--- src/rtl/ram_arbiter_if.sv ---
// Bundle of requester handshakes and RAM pins shared by the arbiter and its
// surroundings; the arbiter uses the slave view.
interface ram_arbiter_if #(
  parameter int DATA_WIDTH = 8,
  parameter int ADDR_WIDTH = 8
);
  logic                  REQ0;
  logic                  REQ1;
  logic                  WE0;
  logic                  WE1;
  logic [ADDR_WIDTH-1:0] ADDR0;
  logic [ADDR_WIDTH-1:0] ADDR1;
  logic [DATA_WIDTH-1:0] WDATA0;
  logic [DATA_WIDTH-1:0] WDATA1;
  logic                  GNT0;
  logic                  GNT1;
  logic                  RVALID0;
  logic                  RVALID1;
  logic [DATA_WIDTH-1:0] RDATA0;
  logic [DATA_WIDTH-1:0] RDATA1;
  logic                  STALL0;
  logic                  RAM_CE;
  logic [ADDR_WIDTH-1:0] RAM_ADDR;
  logic [DATA_WIDTH-1:0] RAM_DIN;
  logic [DATA_WIDTH-1:0] RAM_DOUT;

  modport slave (
    input  REQ0, REQ1, WE0, WE1, ADDR0, ADDR1, WDATA0, WDATA1, RAM_DOUT,
    output GNT0, GNT1, RVALID0, RVALID1, RDATA0, RDATA1, STALL0,
           RAM_CE, RAM_ADDR, RAM_DIN
  );

  modport master (
    output REQ0, REQ1, WE0, WE1, ADDR0, ADDR1, WDATA0, WDATA1, RAM_DOUT,
    input  GNT0, GNT1, RVALID0, RVALID1, RDATA0, RDATA1, STALL0,
           RAM_CE, RAM_ADDR, RAM_DIN
  );
endinterface

--- src/rtl/ram_arbiter.sv ---
// Two-requester arbiter for a single-port RAM: registered grants, round-robin
// tie-break and a burst limit. Define ARB_FIXED_PRIO_EN for strict core priority.
module ram_arbiter #(
  parameter int DATA_WIDTH = 8,
  parameter int ADDR_WIDTH = 8,
  parameter int MAX_BURST  = 4
) (
  input  logic          CLK,
  input  logic          RESET,
  ram_arbiter_if.slave  bus
);

  localparam int CW = $clog2(MAX_BURST + 1);
  localparam logic [CW-1:0] MAX_CNT = CW'(MAX_BURST);

`ifdef ARB_FIXED_PRIO_EN
  localparam logic FIXED_PRIO = 1'b1;
`else
  localparam logic FIXED_PRIO = 1'b0;
`endif

  typedef enum logic [1:0] {
    IDLE = 2'd0,
    OWN0 = 2'd1,
    OWN1 = 2'd2
  } state_t;

  state_t                r_state;
  state_t                w_next;
  logic                  r_gnt0;
  logic                  r_gnt1;
  logic                  r_last;
  logic [CW-1:0]         r_cnt;
  logic [CW-1:0]         w_cnt_now;
  logic                  r_rvalid0;
  logic                  r_rvalid1;
  logic [DATA_WIDTH-1:0] r_rdata0;
  logic [DATA_WIDTH-1:0] r_rdata1;
  logic                  w_xfer0;
  logic                  w_xfer1;
  logic                  w_yield0;
  logic                  w_yield1;
  logic                  w_ram_ce;
  logic [ADDR_WIDTH-1:0] w_ram_addr;
  logic [DATA_WIDTH-1:0] w_ram_din;

  assign w_xfer0 = r_gnt0 & bus.REQ0;
  assign w_xfer1 = r_gnt1 & bus.REQ1;

  // Transfers in this ownership including the one happening now, saturated.
  assign w_cnt_now = (r_cnt == MAX_CNT) ? MAX_CNT : (r_cnt + CW'(w_xfer0 | w_xfer1));

  assign w_yield0 = bus.REQ1 & ~FIXED_PRIO & (w_cnt_now == MAX_CNT);
  assign w_yield1 = bus.REQ0 & (FIXED_PRIO | (w_cnt_now == MAX_CNT));

  always_comb begin
    w_next = r_state;
    case (r_state)
      IDLE: begin
        if (bus.REQ0 & bus.REQ1) begin
          w_next = (FIXED_PRIO | r_last) ? OWN0 : OWN1;
        end else if (bus.REQ0) begin
          w_next = OWN0;
        end else if (bus.REQ1) begin
          w_next = OWN1;
        end else begin
          w_next = IDLE;
        end
      end
      OWN0: begin
        if (!bus.REQ0) begin
          w_next = bus.REQ1 ? OWN1 : IDLE;
        end else if (w_yield0) begin
          w_next = OWN1;
        end else begin
          w_next = OWN0;
        end
      end
      OWN1: begin
        if (!bus.REQ1) begin
          w_next = bus.REQ0 ? OWN0 : IDLE;
        end else if (w_yield1) begin
          w_next = OWN0;
        end else begin
          w_next = OWN1;
        end
      end
      default: w_next = IDLE;
    endcase
  end

  // Ownership state, grants, burst count, tie-break memory and read returns.
  always_ff @(posedge CLK) begin
    if (RESET) begin
      r_state   <= IDLE;
      r_gnt0    <= 1'b0;
      r_gnt1    <= 1'b0;
      r_last    <= 1'b1;
      r_cnt     <= '0;
      r_rvalid0 <= 1'b0;
      r_rvalid1 <= 1'b0;
      r_rdata0  <= '0;
      r_rdata1  <= '0;
    end else begin
      r_state <= w_next;
      r_gnt0  <= (w_next == OWN0);
      r_gnt1  <= (w_next == OWN1);
      if (w_next != r_state) begin
        r_cnt <= '0;
      end else begin
        r_cnt <= w_cnt_now;
      end
      if ((r_state == OWN0) && (w_next != OWN0)) begin
        r_last <= 1'b0;
      end else if ((r_state == OWN1) && (w_next != OWN1)) begin
        r_last <= 1'b1;
      end else begin
        r_last <= r_last;
      end
      r_rvalid0 <= w_xfer0 & ~bus.WE0;
      r_rvalid1 <= w_xfer1 & ~bus.WE1;
      if (w_xfer0 & ~bus.WE0) begin
        r_rdata0 <= bus.RAM_DOUT;
      end
      if (w_xfer1 & ~bus.WE1) begin
        r_rdata1 <= bus.RAM_DOUT;
      end
    end
  end

  // RAM pins follow the granted requester; reset suppresses any write.
  always_comb begin
    w_ram_ce   = 1'b0;
    w_ram_addr = '0;
    w_ram_din  = '0;
    if (!RESET && w_xfer0) begin
      w_ram_ce   = bus.WE0;
      w_ram_addr = bus.ADDR0;
      w_ram_din  = bus.WDATA0;
    end else if (!RESET && w_xfer1) begin
      w_ram_ce   = bus.WE1;
      w_ram_addr = bus.ADDR1;
      w_ram_din  = bus.WDATA1;
    end else begin
      w_ram_ce   = 1'b0;
      w_ram_addr = '0;
      w_ram_din  = '0;
    end
  end

  assign bus.GNT0     = r_gnt0;
  assign bus.GNT1     = r_gnt1;
  assign bus.RVALID0  = r_rvalid0;
  assign bus.RVALID1  = r_rvalid1;
  assign bus.RDATA0   = r_rdata0;
  assign bus.RDATA1   = r_rdata1;
  assign bus.STALL0   = bus.REQ0 & ~r_gnt0;
  assign bus.RAM_CE   = w_ram_ce;
  assign bus.RAM_ADDR = w_ram_addr;
  assign bus.RAM_DIN  = w_ram_din;

endmodule

--- src/flat_wrapper.sv ---
// flat-port wrapper written by rule: the top's interface ports become plain ports
module ram_arbiter_flat 
#(
  parameter int DATA_WIDTH = 8,
  parameter int ADDR_WIDTH = 8,
  parameter int MAX_BURST  = 4
)
  (CLK, RESET, bus_REQ0, bus_REQ1, bus_WE0, bus_WE1, bus_ADDR0, bus_ADDR1, bus_WDATA0, bus_WDATA1, bus_RAM_DOUT, bus_GNT0, bus_GNT1, bus_RVALID0, bus_RVALID1, bus_RDATA0, bus_RDATA1, bus_STALL0, bus_RAM_CE, bus_RAM_ADDR, bus_RAM_DIN);
  ram_arbiter_if #(.DATA_WIDTH(DATA_WIDTH), .ADDR_WIDTH(ADDR_WIDTH)) bus_i ();
  input  logic CLK;
  input  logic RESET;
  input wire logic [$bits(bus_i.REQ0)-1:0] bus_REQ0;
  input wire logic [$bits(bus_i.REQ1)-1:0] bus_REQ1;
  input wire logic [$bits(bus_i.WE0)-1:0] bus_WE0;
  input wire logic [$bits(bus_i.WE1)-1:0] bus_WE1;
  input wire logic [$bits(bus_i.ADDR0)-1:0] bus_ADDR0;
  input wire logic [$bits(bus_i.ADDR1)-1:0] bus_ADDR1;
  input wire logic [$bits(bus_i.WDATA0)-1:0] bus_WDATA0;
  input wire logic [$bits(bus_i.WDATA1)-1:0] bus_WDATA1;
  input wire logic [$bits(bus_i.RAM_DOUT)-1:0] bus_RAM_DOUT;
  output wire logic [$bits(bus_i.GNT0)-1:0] bus_GNT0;
  output wire logic [$bits(bus_i.GNT1)-1:0] bus_GNT1;
  output wire logic [$bits(bus_i.RVALID0)-1:0] bus_RVALID0;
  output wire logic [$bits(bus_i.RVALID1)-1:0] bus_RVALID1;
  output wire logic [$bits(bus_i.RDATA0)-1:0] bus_RDATA0;
  output wire logic [$bits(bus_i.RDATA1)-1:0] bus_RDATA1;
  output wire logic [$bits(bus_i.STALL0)-1:0] bus_STALL0;
  output wire logic [$bits(bus_i.RAM_CE)-1:0] bus_RAM_CE;
  output wire logic [$bits(bus_i.RAM_ADDR)-1:0] bus_RAM_ADDR;
  output wire logic [$bits(bus_i.RAM_DIN)-1:0] bus_RAM_DIN;
  assign bus_i.REQ0 = bus_REQ0;
  assign bus_i.REQ1 = bus_REQ1;
  assign bus_i.WE0 = bus_WE0;
  assign bus_i.WE1 = bus_WE1;
  assign bus_i.ADDR0 = bus_ADDR0;
  assign bus_i.ADDR1 = bus_ADDR1;
  assign bus_i.WDATA0 = bus_WDATA0;
  assign bus_i.WDATA1 = bus_WDATA1;
  assign bus_i.RAM_DOUT = bus_RAM_DOUT;
  assign bus_GNT0 = bus_i.GNT0;
  assign bus_GNT1 = bus_i.GNT1;
  assign bus_RVALID0 = bus_i.RVALID0;
  assign bus_RVALID1 = bus_i.RVALID1;
  assign bus_RDATA0 = bus_i.RDATA0;
  assign bus_RDATA1 = bus_i.RDATA1;
  assign bus_STALL0 = bus_i.STALL0;
  assign bus_RAM_CE = bus_i.RAM_CE;
  assign bus_RAM_ADDR = bus_i.RAM_ADDR;
  assign bus_RAM_DIN = bus_i.RAM_DIN;
  ram_arbiter #(.DATA_WIDTH(DATA_WIDTH), .ADDR_WIDTH(ADDR_WIDTH), .MAX_BURST(MAX_BURST)) u_core (.CLK(CLK), .RESET(RESET), .bus(bus_i));
endmodule
--- config.mk ---
export PLATFORM = sky130hd
export DESIGN_NAME = ram_arbiter_flat
export DESIGN_NICKNAME = d
export VERILOG_FILES = /design/src/rtl/ram_arbiter_if.sv /design/src/rtl/ram_arbiter.sv /design/src/flat_wrapper.sv
export SDC_FILE = /design/constraint.sdc
export NUM_CORES = 1
export LEC_CHECK = 0
export CAP_MARGIN = 20
export CORE_MARGIN = 4
export CORE_UTILIZATION = 36
export CTS_CLUSTER_SIZE = 12
export DETAILED_ROUTE_END_ITERATION = 8
export PLACE_DENSITY = 0.86
export SYNTH_ARGS = -nofsm -noshare
export SYNTH_HDL_FRONTEND = slang
export SYNTH_SLANG_ARGS = --single-unit
--- constraint.sdc ---
create_clock -name CLK -period 2.7 [get_ports CLK]
set_input_delay 0.405 -clock CLK [delete_from_list [all_inputs] [get_ports CLK]]
set_output_delay 0.405 -clock CLK [all_outputs]
set_load 0.005 [all_outputs]
==> results of run 1 <==
[logic make-up (layout without fill, tap and decap cells)]
kind of cell    Yosys count  in the layout  synth area share, %
buf+inv                  10             93                 4.08
simple gates             58             58                 22.2
flops                    26             26                 40.4
fa+ha+maj                 2              2                 1.94
compound gates           52             52                 27.6
mux                       3              3                 3.11
xor+xnor                  1              1                0.680
[per-stage QoR]
step                      util, %  std cells  instance area, µm²
after global placement       64.2        277                2180
after floorplan                 -        152                1290
after global routing         65.8        281                2230
final                        65.8        281                2230
after detailed placement     64.2        277                2180
after CTS                    65.8        281                2230
[area by class of cell]
type	instances	area [µm²]
inverters	1	3.75
multi-input cells	116	714
fillers	306	1160
flip-flops and latches	26	520
clock inverters	1	30.0
well taps	46	57.6
clock buffers	3	22.5
repair buffers	88	881
[worst paths after layout]
path         cells after the start              endpoint            startpoint  slack (ps)
max reg2reg                      8       u_core.bus.GNT1       u_core.bus.GNT1         650
min                              2  u_core.bus.RDATA1[7]  u_core.bus.RDATA1[7]         460
max                              6            bus_RAM_CE              bus_REQ1         190
min reg2reg                      2  u_core.bus.RDATA1[7]  u_core.bus.RDATA1[7]         460
[power breakdown]
group / switching [mW] / internal [mW] / leakage [nW]
Sequential: 0.00944 / 0.394 / 0.211
Clock: 0.117 / 0.150 / 0.0279
Combinational: 0.0571 / 0.109 / 0.573
Total: 0.183 / 0.653 / 0.812
[critical path, delay by kind of cell]
kind	cells	cell delay, ps
AOI/OAI and AO/OA	1	130
buffers and inverters	3	1190
and+or+nand+nor	2	390
[placed cells by master (no fill, tap or decap), types with 2 or more instances in the layout]
cell and instances:
a21oi_1 25, a22o_1 17, buf_4 4, clkbuf_4 3, clkdlybuf4s50_1 83, dfxtp_1 26, ha_1 2, mux2_4 2
nand2_1 36, nand3b_1 2, nor2_1 4, nor3_1 4, o21ai_0 2, or2_2 3
[sequential cells by signal, indices dropped and copies added (netlist names)]
signal,cells
u_core.bus.GNT0,1
u_core.bus.GNT1,1
u_core.bus.RDATA0,8
u_core.bus.RDATA1,8
u_core.bus.RVALID0,1
u_core.bus.RVALID1,1
u_core.r_cnt,3
u_core.r_last,1
u_core.r_state,2
[metal layers]
metal	routed length [µm]	GRT usage [%]	up-vias	share of wire, %
met5	0	0	-	0
met2	1940	30.3	64	48
li1	-	-	714	-
met4	25	4.96	0	0.62
met1	1570	18.4	623	39
met3	473	4.33	2	12
==> results.cfg, run 1 <==
[logic_synthesis]
ys_top_cells_by_area = dfxtp_1 (40%), a22o_1 (12%), nand2_1 (10%), a21oi_1 (9.7%), mux2_4 (2.3%)
yosysWarnings = 0
synth_nets = 200
synth_area_per_cell_um2 = 8.47
synth.distinct_cells = 35
synth_ff_type = dfxtp_1
ys_ff_latch = 26
synth.most_common_cell = nand2_1
synth_common_cells = nand2_1 (36), dfxtp_1 (26), a21oi_1 (25)
synth_cells = 152
synth_edf_count = 0
seq_area_frac_synth_pct = 40.4
synth.top_cell.area_share_pct = 40.4
synth_area_mm2 = 0.00129
synthArstFlopShare_pct = 0
synth_area_leader_cell = dfxtp_1

[finish]
syn_to_final_growth_pct = 73.2
diodes = 0
drive_gt1_share_pct = 8.94
nets = 284

[floorplan]
initial_utilization_pct = 38.0
rows = 21
fp.dieH_um = 67.8
ioPinCount = 84
die_w_um = 67.8
core_mm2 = 0.00339
dieArea_mm2 = 0.00460

[sta]
worst_slack_ps = 185
period_share_pct = 93.1
tns_ps = 0
max_freq_mhz = 398
drv_slew = 0
slew-limit-headroom_pct = 60.9
skew_ps = 10.7
setup_viol = 0
finalHoldViolCount = 0
rsz0062_at_grt = false
layout_min_cycle_time_ps = 2510
tightest_slew_ps = 585
whs_ps = 464

[cts]
cts_setup_buffers = 0
clock_path_buffers = 2
cts-buffers-inserted = 3
cts_resized = 0
clk_pin_slew_worst_paths_ps = 150
htreeDepth = 1
hold_buffers = 0
cts_tree = built
cts_root_buf = clkbuf_4
clock_latency_ps = 320
cts.sinks = 26

[route]
drt_first_pass_iters = 4
wl_um = 4000
post_drt_wl_per_cell_um = 14.2
drc = 0
vias = 1403
ant_nets = 0
viasPerCell = 4.99
drtIter0Drc = 55

[placement]
post-dp-hpwl_um = 3190
gp_congestion = 0.801
io_buffers = 83
post-place-ws_ps = 83.0

[critical_path]
endpoint_kind = output port
cp-start-kind = input pin
worst_path_max_delay_cell = clkdlybuf4s50_1
critPathMaxFanout = 17
crit_path_frequent_cell = clkdlybuf4s50_1
cp_cell_sequence = clkdlybuf4s50_1 > nand2_1 > nor3b_4 > buf_12 > a22o_1 > clkdlybuf4s50_1
slowest_delay_ps = 530
cp.arrival_ps = 2110
path_class = in -> out
cp.required_ps = 2300

[grt]
grtUsageTotal_pct = 16.5
grt_pass1_wl_um = 5870
grt_pass1_vias = 1320
antenna_found_initial = 0
overflow = 0
grt_max_degree = 25

[pwr]
finalPower_mw = 0.836
leakage_nw = 0.812
peakVddDrop_mv = 0.345
power_density_mw_per_mm2 = 375

[outcome]
status = complete, no violations

[worst_hold_path]
min_path_type = reg -> reg

[run]
max-cap-violations = 0
No activity file was read; power rests on OpenSTA's default activity.
==> inputs of run 2 (changes only) <==
--- a/config.mk
+++ b/config.mk
@@ -6,11 +6,14 @@
 export NUM_CORES = 1
 export LEC_CHECK = 0
 export CAP_MARGIN = 20
+export CELL_PAD_IN_SITES_DETAIL_PLACEMENT = 1
+export CELL_PAD_IN_SITES_GLOBAL_PLACEMENT = 1
 export CORE_MARGIN = 4
-export CORE_UTILIZATION = 36
+export CORE_UTILIZATION = 24
 export CTS_CLUSTER_SIZE = 12
 export DETAILED_ROUTE_END_ITERATION = 8
-export PLACE_DENSITY = 0.86
+export GPL_TIMING_DRIVEN = 0
+export PLACE_DENSITY_LB_ADDON = 0.1
 export SYNTH_ARGS = -nofsm -noshare
 export SYNTH_HDL_FRONTEND = slang
 export SYNTH_SLANG_ARGS = --single-unit
==> run 2 against run 1 <==
Compared with the run above: die area up 44%; clock skew down 3.6 ps; routed wire length up 16%; worst hold slack worse by 89 ps; critical path type is now reg -> out; count of clock-buffer cells in the layout unchanged.
==> results.cfg, run 2 (synthesis gave the netlist of run 1 again) <==
[cts]
hold_buffers = 0
clock_path_buffers = 2
clock_latency_ps = 270
clk_pin_slew_worst_paths_ps = 90
cts_root_buf = clkbuf_8
htreeDepth = 1
cts-buffers-inserted = 3
cts.sinks = 26
cts_setup_buffers = 0
cts_tree = built
cts_resized = 0

[critical_path]
reg2reg_from = u_core.bus.GNT1
cp_cell_sequence = nand2_2 > nor2_2 > buf_2 > a22o_1 > clkdlybuf4s50_1
critPathMaxFanout = 10
worst_r2r_endpoint = u_core.bus.GNT1
reg2reg_depth = 8
slowest_delay_ps = 500
cp.required_ps = 2300
path_class = reg -> out
cp.arrival_ps = 2040
cp-start-kind = flop
worst_path_max_delay_cell = clkdlybuf4s50_1
endpoint_kind = output port
reg2reg_slack_ps = 610

[worst_hold_path]
min-delay-start = bus_REQ1
min_to = u_core.r_state[0]
hold_depth = 2
min_path_type = in -> reg

[finish]
drive_gt1_share_pct = 8.90
syn_to_final_growth_pct = 74.5
layout_commonest_cell = clkdlybuf4s50_1
layout_common_cells = clkdlybuf4s50_1 (80), nand2_1 (36), dfxtp_1 (26)
nets = 285
finalNonFillerCells = 306
diodes = 0

[route]
viasPerCell = 4.73
ant_nets = 0
drc = 0
vias = 1447
post_drt_wl_per_cell_um = 15.2
drt_first_pass_iters = 4
drtIter0Drc = 7
wl_um = 4640

[grt]
grt_pass1_vias = 1501
grt_max_degree = 16
overflow = 0
grtUsageTotal_pct = 13.7
grt_pass1_wl_um = 7110
antenna_found_initial = 0

[floorplan]
ioPinCount = 84
die_w_um = 81.2
dieArea_mm2 = 0.00660
rows = 26
initial_utilization_pct = 25.0
core_mm2 = 0.00514
fp.dieH_um = 81.2

[pwr]
power_density_mw_per_mm2 = 394
leakage_nw = 0.807
peakVddDrop_mv = 0.192

[placement]
post-dp-hpwl_um = 3750
io_buffers = 80
post-place-cells = 302
gp_congestion = 0.721

[sta]
skew_ps = 7.16
layout_min_cycle_time_ps = 2450
drv_slew = 0
tightest_slew_ps = 610
setup_viol = 0
tns_ps = 0
max_freq_mhz = 409
slew-limit-headroom_pct = 59.2
rsz0062_at_grt = false
finalHoldViolCount = 0
period_share_pct = 90.7

[outcome]
status = complete, no violations

[run]
max-cap-violations = 0
run 2: changes by cell type in the layout (fill, tap and decap cells not counted), sizes merged:
cell,previous run,this run
clkbuf,3,7
clkdlybuf4s50,83,80
run 2: power breakdown:
group / internal [mW] / switching (mW) / total, mW
combinational: 0.104 / 0.0594 / 0.164
sequential: 0.393 / 0.00900 / 0.402
clock: 0.198 / 0.122 / 0.320
run 2: worst max-delay path by stage:
stage / startpoint / end / slack, ps / cells after the start
CTS: u_core.bus.GNT0 / bus_RAM_ADDR[4] / 210 / 5
finish: u_core.bus.GNT0 / bus_RAM_ADDR[4] / 250 / 5
detailed placement: bus_REQ0 / bus_RAM_ADDR[4] / 280 / 6
global route: u_core.bus.GNT0 / bus_RAM_ADDR[4] / 60 / 5
floorplan: bus_REQ1 / u_core.bus.GNT1 / 580 / 9
global placement: bus_REQ0 / bus_RAM_ADDR[4] / 240 / 6
run 2: metal layers:
layer / routed length, µm / track usage, % / vias to the layer above / share of wire, %
li1: - / - / 712 / -
met1: 2020 / 16.6 / 669 / 43
met2: 2050 / 23.6 / 64 / 44
met3: 549 / 4.55 / 2 / 12
met4: 22 / 3.04 / 0 / 0.47
met5: 0 / 0 / - / 0
run 2: final cells by class:
| cell class | count | area [µm²] |
|---|---|---|
| Fill cell | 656 | 2890 |
| Timing Repair Buffer | 80 | 801 |
| Multi-Input combinational cell | 116 | 714 |
| Sequential cell | 26 | 520 |
| Tap cell | 70 | 87.6 |
| Buffer | 9 | 48.8 |
| Clock buffer | 3 | 41.3 |
| Clock inverter | 1 | 30.0 |
| Inverter | 1 | 3.75 |
run 2: critical path: cells and delay by family (launching register included):
family	cells	cell delay, ps
and+or+nand+nor	2	410
buffers and inverters	2	790
AOI/OAI and AO/OA	1	190
DFF	1	380
run 2: stage by stage:
step	util, %	instance area [µm²]	power (mW)	hold WS, ps	setup slack, ps
global route	43.7	2250	0.928	389	63.3
floorplan	-	1290	0.465	453	580
detailed placement	42.3	2180	0.577	451	278
CTS	43.7	2250	0.897	374	215
finish	43.7	2250	0.886	375	252
global placement	42.3	2180	0.576	442	237
